## src/rtl/ncap_intr_deliver_if.sv

```systemverilog
// Event, MSI handshake and host status signals of the NCAP interrupt delivery block.
//  slave  : view used by ncap_intr_deliver
//  master : view used by the traffic controller / PCIe core / host side (or a bench)
//  Event    : intr_in, intr_type_in, holdoff_cycles
//  MSI      : msi_req, msi_vector, msi_ack
//  Host     : host_clr, status_pending, status_type, busy
interface ncap_intr_deliver_if #(
  parameter int unsigned HOLDOFF_W = 16
);
  logic                 intr_in;
  logic [1:0]           intr_type_in;
  logic [HOLDOFF_W-1:0] holdoff_cycles;
  logic                 msi_req;
  logic [4:0]           msi_vector;
  logic                 msi_ack;
  logic                 host_clr;
  logic                 status_pending;
  logic [1:0]           status_type;
  logic                 busy;

  modport slave (
    input  intr_in, intr_type_in, holdoff_cycles, msi_ack, host_clr,
    output msi_req, msi_vector, status_pending, status_type, busy
  );

  modport master (
    output intr_in, intr_type_in, holdoff_cycles, msi_ack, host_clr,
    input  msi_req, msi_vector, status_pending, status_type, busy
  );
endinterface

```

## src/rtl/ncap_intr_deliver.sv

```systemverilog
// Host-side delivery of NCAP interrupts: one MSI per event via req/ack, host-readable
// status latch with write-1-to-clear or auto-clear timeout, runtime hold-off between
// interrupts and a single coalescing pending slot (latest type wins).
// Ports:
//  clk                clock
//  rst                synchronous reset, active-low
//  bus                ncap_intr_deliver_if.slave (event in, MSI out, host status)
//  stat_delivered     [NCAP_INTR_STATS_EN] saturating count of acked MSIs
//  stat_coalesced     [NCAP_INTR_STATS_EN] saturating count of overwritten pending events
//  stat_timeout       [NCAP_INTR_STATS_EN] saturating count of auto-clears
// Optional feature macro: NCAP_INTR_STATS_EN (statistics counters and their ports).
module ncap_intr_deliver #(
  parameter logic [4:0]  VEC_BASE    = 5'd0,
  parameter int unsigned CLR_TIMEOUT = 1_000_000,
  parameter int unsigned HOLDOFF_W   = 16
) (
  input  logic                clk,
  input  logic                rst,
  ncap_intr_deliver_if.slave  bus
`ifdef NCAP_INTR_STATS_EN
  ,
  output logic [31:0]         stat_delivered,
  output logic [31:0]         stat_coalesced,
  output logic [31:0]         stat_timeout
`endif
);

  localparam int unsigned TMO_W = (CLR_TIMEOUT > 1) ? $clog2(CLR_TIMEOUT) : 1;
  localparam logic [TMO_W-1:0] TMO_LAST = TMO_W'(CLR_TIMEOUT - 1);

  typedef enum logic [1:0] {
    IDLE     = 2'd0,
    REQ      = 2'd1,
    WAIT_CLR = 2'd2,
    HOLDOFF  = 2'd3
  } state_e;

  state_e               state_q, state_d;
  logic                 msi_req_q, msi_req_d;
  logic [4:0]           vec_q, vec_d;
  logic [1:0]           cur_type_q, cur_type_d;
  logic                 status_pending_q, status_pending_d;
  logic [1:0]           status_type_q, status_type_d;
  logic                 pend_q, pend_d;
  logic [1:0]           pend_type_q, pend_type_d;
  logic [TMO_W-1:0]     tmo_cnt_q, tmo_cnt_d;
  logic [HOLDOFF_W-1:0] hold_cnt_q, hold_cnt_d;

  logic                 holdoff_exit;
  logic                 load_req;
  logic [1:0]           load_type;

  assign holdoff_exit = (state_q == HOLDOFF) && (hold_cnt_q == '0);

  // State and datapath registers
  always_ff @(posedge clk) begin
    if (!rst) begin
      state_q          <= IDLE;
      msi_req_q        <= 1'b0;
      vec_q            <= VEC_BASE;
      cur_type_q       <= 2'b00;
      status_pending_q <= 1'b0;
      status_type_q    <= 2'b00;
      pend_q           <= 1'b0;
      pend_type_q      <= 2'b00;
      tmo_cnt_q        <= '0;
      hold_cnt_q       <= '0;
    end else begin
      state_q          <= state_d;
      msi_req_q        <= msi_req_d;
      vec_q            <= vec_d;
      cur_type_q       <= cur_type_d;
      status_pending_q <= status_pending_d;
      status_type_q    <= status_type_d;
      pend_q           <= pend_d;
      pend_type_q      <= pend_type_d;
      tmo_cnt_q        <= tmo_cnt_d;
      hold_cnt_q       <= hold_cnt_d;
    end
  end

  // Next-state and datapath logic
  always_comb begin
    state_d          = state_q;
    msi_req_d        = msi_req_q;
    vec_d            = vec_q;
    cur_type_d       = cur_type_q;
    status_pending_d = status_pending_q;
    status_type_d    = status_type_q;
    pend_d           = pend_q;
    pend_type_d      = pend_type_q;
    tmo_cnt_d        = tmo_cnt_q;
    hold_cnt_d       = hold_cnt_q;
    load_req         = 1'b0;
    load_type        = 2'b00;

    // Events while busy land in the pending slot; the hold-off exit cycle consumes
    // intr_in directly instead.
    if (bus.intr_in && (state_q != IDLE) && !holdoff_exit) begin
      pend_d      = 1'b1;
      pend_type_d = bus.intr_type_in;
    end

    case (state_q)
      IDLE: begin
        if (bus.intr_in) begin
          load_req  = 1'b1;
          load_type = bus.intr_type_in;
        end
      end
      REQ: begin
        if (bus.msi_ack) begin
          msi_req_d        = 1'b0;
          status_pending_d = 1'b1;
          status_type_d    = cur_type_q;
          tmo_cnt_d        = '0;
          state_d          = WAIT_CLR;
        end
      end
      WAIT_CLR: begin
        if (bus.host_clr || (tmo_cnt_q == TMO_LAST)) begin
          status_pending_d = 1'b0;
          hold_cnt_d       = bus.holdoff_cycles;
          state_d          = HOLDOFF;
        end else begin
          tmo_cnt_d = tmo_cnt_q + TMO_W'(1);
        end
      end
      HOLDOFF: begin
        if (hold_cnt_q == '0) begin
          pend_d = 1'b0;
          if (bus.intr_in) begin
            load_req  = 1'b1;
            load_type = bus.intr_type_in;
          end else if (pend_q) begin
            load_req  = 1'b1;
            load_type = pend_type_q;
          end else begin
            state_d = IDLE;
          end
        end else begin
          hold_cnt_d = hold_cnt_q - HOLDOFF_W'(1);
        end
      end
      default: state_d = IDLE;
    endcase

    // Launch a new MSI; vector add wraps modulo 32.
    if (load_req) begin
      state_d    = REQ;
      msi_req_d  = 1'b1;
      vec_d      = VEC_BASE + 5'(load_type);
      cur_type_d = load_type;
    end
  end

  assign bus.msi_req        = msi_req_q;
  assign bus.msi_vector     = vec_q;
  assign bus.status_pending = status_pending_q;
  assign bus.status_type    = status_type_q;
  assign bus.busy           = (state_q != IDLE);

`ifdef NCAP_INTR_STATS_EN
  logic        deliver_ev, coal_ev, tmo_ev;
  logic [31:0] stat_deliv_q, stat_coal_q, stat_tmo_q;

  // A coalesce is any event arriving while the pending slot is already occupied,
  // including one that overrides the slot on the hold-off exit cycle.
  assign deliver_ev = (state_q == REQ) && bus.msi_ack;
  assign coal_ev    = bus.intr_in && pend_q && (state_q != IDLE);
  assign tmo_ev     = (state_q == WAIT_CLR) && !bus.host_clr && (tmo_cnt_q == TMO_LAST);

  // Saturating statistics counters
  always_ff @(posedge clk) begin
    if (!rst) begin
      stat_deliv_q <= '0;
      stat_coal_q  <= '0;
      stat_tmo_q   <= '0;
    end else begin
      if (deliver_ev && (stat_deliv_q != '1)) stat_deliv_q <= stat_deliv_q + 32'd1;
      if (coal_ev && (stat_coal_q != '1))     stat_coal_q  <= stat_coal_q + 32'd1;
      if (tmo_ev && (stat_tmo_q != '1))       stat_tmo_q   <= stat_tmo_q + 32'd1;
    end
  end

  assign stat_delivered = stat_deliv_q;
  assign stat_coalesced = stat_coal_q;
  assign stat_timeout   = stat_tmo_q;
`endif

endmodule
```

## src/flat_wrapper.sv

```systemverilog
// flat-port wrapper written by rule: the top's interface ports become plain ports
module ncap_intr_deliver_flat 
#(
  parameter logic [4:0]  VEC_BASE    = 5'd0,
  parameter int unsigned CLR_TIMEOUT = 1_000_000,
  parameter int unsigned HOLDOFF_W   = 16
)
  (clk, rst, bus_intr_in, bus_intr_type_in, bus_holdoff_cycles, bus_msi_ack, bus_host_clr, bus_msi_req, bus_msi_vector, bus_status_pending, bus_status_type, bus_busy);
  ncap_intr_deliver_if #(.HOLDOFF_W(HOLDOFF_W)) bus_i ();
  input  logic clk;
  input  logic rst;
  input wire logic [$bits(bus_i.intr_in)-1:0] bus_intr_in;
  input wire logic [$bits(bus_i.intr_type_in)-1:0] bus_intr_type_in;
  input wire logic [$bits(bus_i.holdoff_cycles)-1:0] bus_holdoff_cycles;
  input wire logic [$bits(bus_i.msi_ack)-1:0] bus_msi_ack;
  input wire logic [$bits(bus_i.host_clr)-1:0] bus_host_clr;
  output wire logic [$bits(bus_i.msi_req)-1:0] bus_msi_req;
  output wire logic [$bits(bus_i.msi_vector)-1:0] bus_msi_vector;
  output wire logic [$bits(bus_i.status_pending)-1:0] bus_status_pending;
  output wire logic [$bits(bus_i.status_type)-1:0] bus_status_type;
  output wire logic [$bits(bus_i.busy)-1:0] bus_busy;
  assign bus_i.intr_in = bus_intr_in;
  assign bus_i.intr_type_in = bus_intr_type_in;
  assign bus_i.holdoff_cycles = bus_holdoff_cycles;
  assign bus_i.msi_ack = bus_msi_ack;
  assign bus_i.host_clr = bus_host_clr;
  assign bus_msi_req = bus_i.msi_req;
  assign bus_msi_vector = bus_i.msi_vector;
  assign bus_status_pending = bus_i.status_pending;
  assign bus_status_type = bus_i.status_type;
  assign bus_busy = bus_i.busy;
  ncap_intr_deliver #(.VEC_BASE(VEC_BASE), .CLR_TIMEOUT(CLR_TIMEOUT), .HOLDOFF_W(HOLDOFF_W)) u_core (.clk(clk), .rst(rst), .bus(bus_i));
endmodule
```

## config.mk

```make
export PLATFORM = sky130hd
export DESIGN_NAME = ncap_intr_deliver_flat
export DESIGN_NICKNAME = d
export VERILOG_FILES = /design/src/rtl/ncap_intr_deliver_if.sv /design/src/rtl/ncap_intr_deliver.sv /design/src/flat_wrapper.sv
export SDC_FILE = /design/constraint.sdc
export NUM_CORES = 1
export LEC_CHECK = 0
export BUFFER_PORTS_ARGS = -buffer_cell sky130_fd_sc_hd__buf_2
export CAP_MARGIN = 20
export CORE_ASPECT_RATIO = 2
export CORE_UTILIZATION = 62
export CTS_CLUSTER_DIAMETER = 30
export CTS_CLUSTER_SIZE = 28
export DETAILED_ROUTE_END_ITERATION = 10
export HOLD_SLACK_MARGIN = 0.03
export PLACE_DENSITY = 0.84
export SYNTH_ARGS = -nofsm -noshare
export SYNTH_HDL_FRONTEND = slang
export SYNTH_SLANG_ARGS = --single-unit
export TNS_END_PERCENT = 10
```

## constraint.sdc

```tcl
create_clock -name clk -period 3.2 [get_ports clk]
set_input_delay 0.16 -clock clk [delete_from_list [all_inputs] [get_ports clk]]
set_output_delay 0.16 -clock clk [all_outputs]
set_load 0.01 [all_outputs]
```

# After elaboration in Yosys (flattened, before gate mapping)
# Cells that the tools add are included.
# word_totals
register_bits	47
# op_classes
addsub	2
n_eq_ne	16
muxes	32
bitwise	1
reduce_logical	22
# ops
operator	count
$mux 20	2
$pmux 20 s2	1
$mux 16	2
$pmux 16 s2	1
$add 20x1->20 const B	1
$eq 20x20->1 const B	1
$mux 2	9
$logic_not 16->1	1
$sub 16x1->16 const B	1
$mux 1	13
$ne 2x2->1 const B	6
$reduce_and 6->1	2
$reduce_bool 2->1	5
$ne 3x2->1 const B	3
$reduce_and 3->1	3
$pmux 2 s3	1
$eq 2x2->1 const B	2
$pmux 1 s2	2
$pmux 2 s2	1
$reduce_and 2->1	2
$reduce_bool 4->1	1
$logic_and 1x1->1	3
$ne 3x1->1 const B	1
$ne 3x3->1 const B	1
other kinds (8)	8

# Depth between registers and ports, before layout
# logic_depth
depth_word	7
mapped_depth	9

# Worst setup path before layout
# No wires, ideal clock.
# synth_timing
path_kind	register -> register
start	reg u_core.hold_cnt_q[0]
end	reg u_core.state_q[0]
setup_ns	0.122
t_arrival_ns	1.754
required_ns	3.078
slack_ns	1.324
path_stages_with_launch	8
path_buffers	0
cell_sequence	dfxtp_1 inv_1 ha_1 nor2b_1 and2_1 a31o_2 or4_1 o311a_1
# synth_via
elab_chain_cells	5
word_cells_on_any_way	11
classes_between	eq/ne: 5; mux: 3; reduce/logical: 3
# synth_lines
element	line_no	rtl
start: declaration	ncap_intr_deliver.sv:47	logic [HOLDOFF_W-1:0] hold_cnt_q, hold_cnt_d;
start signal: assignment	ncap_intr_deliver.sv:78	hold_cnt_q <= hold_cnt_d;
$logic_not 16->1 (*)	ncap_intr_deliver.sv:130	if (hold_cnt_q == '0) begin
$mux 1	ncap_intr_deliver.sv:130	
$pmux 1 s2	ncap_intr_deliver.sv:104	case (state_q)
$ne 3x3->1 (no source line) (tied with other cells)	n/a	
$reduce_and 6->1 (no source line)	n/a	
end signal: assignment	ncap_intr_deliver.sv:69	state_q <= state_d;
end: declaration	ncap_intr_deliver.sv:38	state_e state_q, state_d;
# Every way passes the cells marked *; elsewhere a longest branch is shown, timed or not.
# A chain may end at the register's enable or synchronous reset.

# Worst setup path in the final report
# layout_timing
start	reg u_core.state_q[1]
end	reg u_core.hold_cnt_q[7]
# layout_via
elab_chain_cells	3
word_cells_on_any_way	7
classes_between	eq/ne: 4; mux: 1; reduce/logical: 2
# layout_lines
element	line_no
$eq 2x2->1	ncap_intr_deliver.sv:104
$ne 2x2->1 (no source line) (tied with other cells)	n/a
$reduce_and 3->1 (no source line)	n/a
# Several ways; a longest one is shown, not always the timed one.

==> impl_metrics.json <==
{
  "cts_resized": 0,
  "startpoint": "u_core.state_q[1]$_SDFFE_PP0P_",
  "die_area_sq_mm": 0.004659,
  "areaGrowthSynthToFinish_pct": 8.810,
  "routed_wl_um": 6678,
  "synthCells": 330,
  "initial_core_util": 0.6570,
  "max_freq_ghz": 0.4358,
  "worst_pin_slew_ns": 0.9208,
  "p_seq_frac": 0.353,
  "cts_root_buffer": "clkbuf_8",
  "run_status": "finished clean",
  "power_leakage_nw": 1.094,
  "grt_max_degree": 24,
  "firstDrtPassIters": 4,
  "clk_latency_ns": 0.30,
  "antenna_found_initial": 0,
  "r2r-start": "u_core.state_q[1]$_SDFFE_PP0P_",
  "core_region_area_sq_mm": 0.004129,
  "power_density_mw_per_mm2": 739.0,
  "combPwrFrac": 0.477,
  "path_class": "reg2reg",
  "synth_edf_count": 0,
  "worstHoldStart": "bus_intr_type_in[0]",
  "die_x_um": 48.77,
  "final_nets": 385,
  "cp.arrival_ns": 2.46,
  "synth_area_per_cell_sq_um": 8.220,
  "place_congestion": 0.8572,
  "async_reset_ff_frac": 0,
  "hold_path.class": "in2reg",
  "yosys_warnings": 0,
  "totalNegativeSetupSlack_ns": 0,
  "maxCapViolCount": 0,
  "finalMaxSlewViolations": 0,
  "relSlewSlack": 0.3825,
  "drtIter0Drc": 71,
  "rsz0062_at_grt": "false",
  "postRouteAntennaNets": 0,
  "ys.flop_type": "dfxtp_1",
  "synth_cell_type_count": 49,
  "gr-total-overflow": 0,
  "fin_util": 0.7148,
  "drc": 0,
  "layout-drive-gt1-share": 0.1469,
  "ys_ff_latch": 47,
  "vias": 2600,
  "pwr-share-clk": 0.170,
  "path_clk_slew_ns": 0.09,
  "cts_made_buffers": 5,
  "end_kind": "flop",
  "finalClockSkew_ns": 0.006151,
  "postCtsHoldBufs": 0,
  "cts_tree": "built",
  "groute.usage.overall": 0.2977,
  "yosysSeqAreaShare": 0.3469,
  "cp_max_fo": 17,
  "io_pins": 33,
  "setup.worst_path.start_class": "flop",
  "port_buffers": 29,
  "intPower_mw": 1.229,
  "ff2ff_setup_slack_ns": 0.91,
  "post_cts_buffers": 0,
  "period_share": 0.7171,
  "hpwlAfterDp_um": 4842,
  "die_y_um": 95.54,
  "power_mw": 2.181,
  "avgViaCountPerCell": 6.404,
  "fin_crit_ns": 2.295,
  "setup_viol": 0,
  "core.rowCount": 33,
  "switching_share": 0.4367,
  "antennaDiodeCount": 0,
  "syn_area_sq_mm": 0.002713,
  "critPathRequiredTime_ns": 3.36,
  "wl_per_cell_um": 16.45,
  "clockBufferDepth": 2,
  "ir_worst_vdd_mv": 0.4990,
  "grt_pass1_wl_um": 10810,
  "htreeDepth": 2,
  "p_sw_mw": 0.9525,
  "hold_violations": 0,
  "grt_pass1_vias": 2503,
  "holdWs_ns": 0.1070,
  "cts.sinks": 47
}
[cell families after synthesis]
family          after synthesis  share of synthesized area
fa+ha+maj                     8                    0.03690
compound gates               92                     0.2348
simple gates                137                     0.2735
mux                           7                    0.02583
other cells                   1                   0.001382
xor+xnor                      8                    0.02583
flops                        47                     0.3469
buf+inv                      30                    0.05489
[cell usage in the layout (no fill, tap or decap), types with 7 or more instances in the layout]
cell type / count
a211oi_1: 9
a21oi_1: 23
buf_2: 29
dfxtp_1: 47
ha_1: 8
inv_1: 10
mux2i_1: 7
nand2_1: 25
nand3_1: 14
nor2_1: 29
nor2b_1: 11
nor3_1: 10
nor4_1: 7
o21ai_0: 16
o311ai_0: 8
o31ai_1: 9
or3_1: 9
xnor2_1: 7
[stage by stage]
stage | cell area, sq um | cells | setup WS (ns)
3_5_place_dp | 2864 | 399 | 0.9530
5_1_grt | 2952 | 406 | 0.7392
6_report | 2952 | 406 | 0.9053
3_3_place_gp | 2864 | 399 | 1.033
4_1_cts | 2952 | 406 | 0.9223
2_1_floorplan | 2720 | 332 | 1.324
[state kept, by name, summed over array words and instances, names as in the netlist]
signal,cells
u_core.tmo_cnt_q,20
u_core.hold_cnt_q,16
u_core.bus.status_type,2
u_core.cur_type_q,2
u_core.pend_type_q,2
u_core.state_q,2
u_core.bus.msi_req,1
u_core.bus.status_pending,1
u_core.pend_q,1
[cell usage after synthesis, drive strengths merged, types with 2 or more instances]
| cell | instances | share of area |
|---|---|---|
| a21oi | 23 | 0.042 |
| nor2b | 11 | 0.025 |
| xnor2 | 7 | 0.023 |
| and4 | 2 | 0.0065 |
| nand2 | 25 | 0.035 |
| o21a | 4 | 0.011 |
| o31ai | 10 | 0.030 |
| nor4 | 8 | 0.021 |
| a31oi | 2 | 0.0046 |
| buf | 10 | 0.027 |
| nor3 | 12 | 0.026 |
| o21ai | 17 | 0.031 |
| nand3 | 14 | 0.026 |
| and2 | 4 | 0.0092 |
| clkbuf | 10 | 0.014 |
| o211ai | 2 | 0.0055 |
| ha | 8 | 0.037 |
| o311a | 3 | 0.011 |
| o31a | 4 | 0.013 |
| inv | 10 | 0.014 |
| nand4 | 5 | 0.012 |
| dfxtp | 47 | 0.35 |
| or4 | 5 | 0.014 |
| nor2 | 29 | 0.040 |
| o22ai | 2 | 0.0069 |
| or3 | 9 | 0.021 |
| a211oi | 9 | 0.025 |
| and3 | 6 | 0.014 |
| o32ai | 5 | 0.019 |
| nor4b | 2 | 0.011 |
| o311ai | 8 | 0.026 |
| mux2i | 7 | 0.026 |
| nand2b | 2 | 0.0046 |
[power by group through the flow]
stage                     Sequential [mW]  Combinational [mW]  Clock [mW]
after floorplan                     0.773               0.770           0
after detailed placement            0.781                1.02           0
after global placement              0.776               0.998           0
final                               0.770                1.04       0.370
after global routing                0.783                1.16       0.388
after CTS                           0.767                1.02       0.371
[critical path, stage by stage, from the launching register on]
cell and delay [ns]:
dfxtp_1 0.39, ha_1 0.48, nand3_1 0.19, o22ai_2 0.13, buf_4 0.23, or2_1 0.53
o22ai_1 0.19
[worst paths after layout]
path / endpoint / cells past startpoint
setup / recovery: u_core.hold_cnt_q[7]$_SDFFE_PN0P_ / 6
hold reg to reg: u_core.bus.status_type[0]$_SDFFE_PN0P_ / 2
setup reg to reg: u_core.hold_cnt_q[7]$_SDFFE_PN0P_ / 6
hold / removal: u_core.pend_type_q[0]$_SDFFE_PN0P_ / 3
[cell type report]
| cell class | count | area [sq um] |
|---|---|---|
| Multi-Input combinational cell | 255 | 1630 |
| Inverter | 10 | 37.54 |
| Timing Repair Buffer | 35 | 190.2 |
| Sequential cell | 47 | 940.9 |
| Clock inverter | 1 | 5.005 |
| Tap cell | 52 | 65.06 |
| Fill cell | 339 | 1177 |
| Clock buffer | 6 | 82.58 |
[metal layers]
metal	wire (um)	up-vias	GRT usage
met3	194	25	0.02871
met4	250	0	0.1863
met1	2486	1231	0.2861
li1	-	1273	-
met2	3747	71	0.5880
met5	0	-	0
Power figures use the tool's default switching activity.
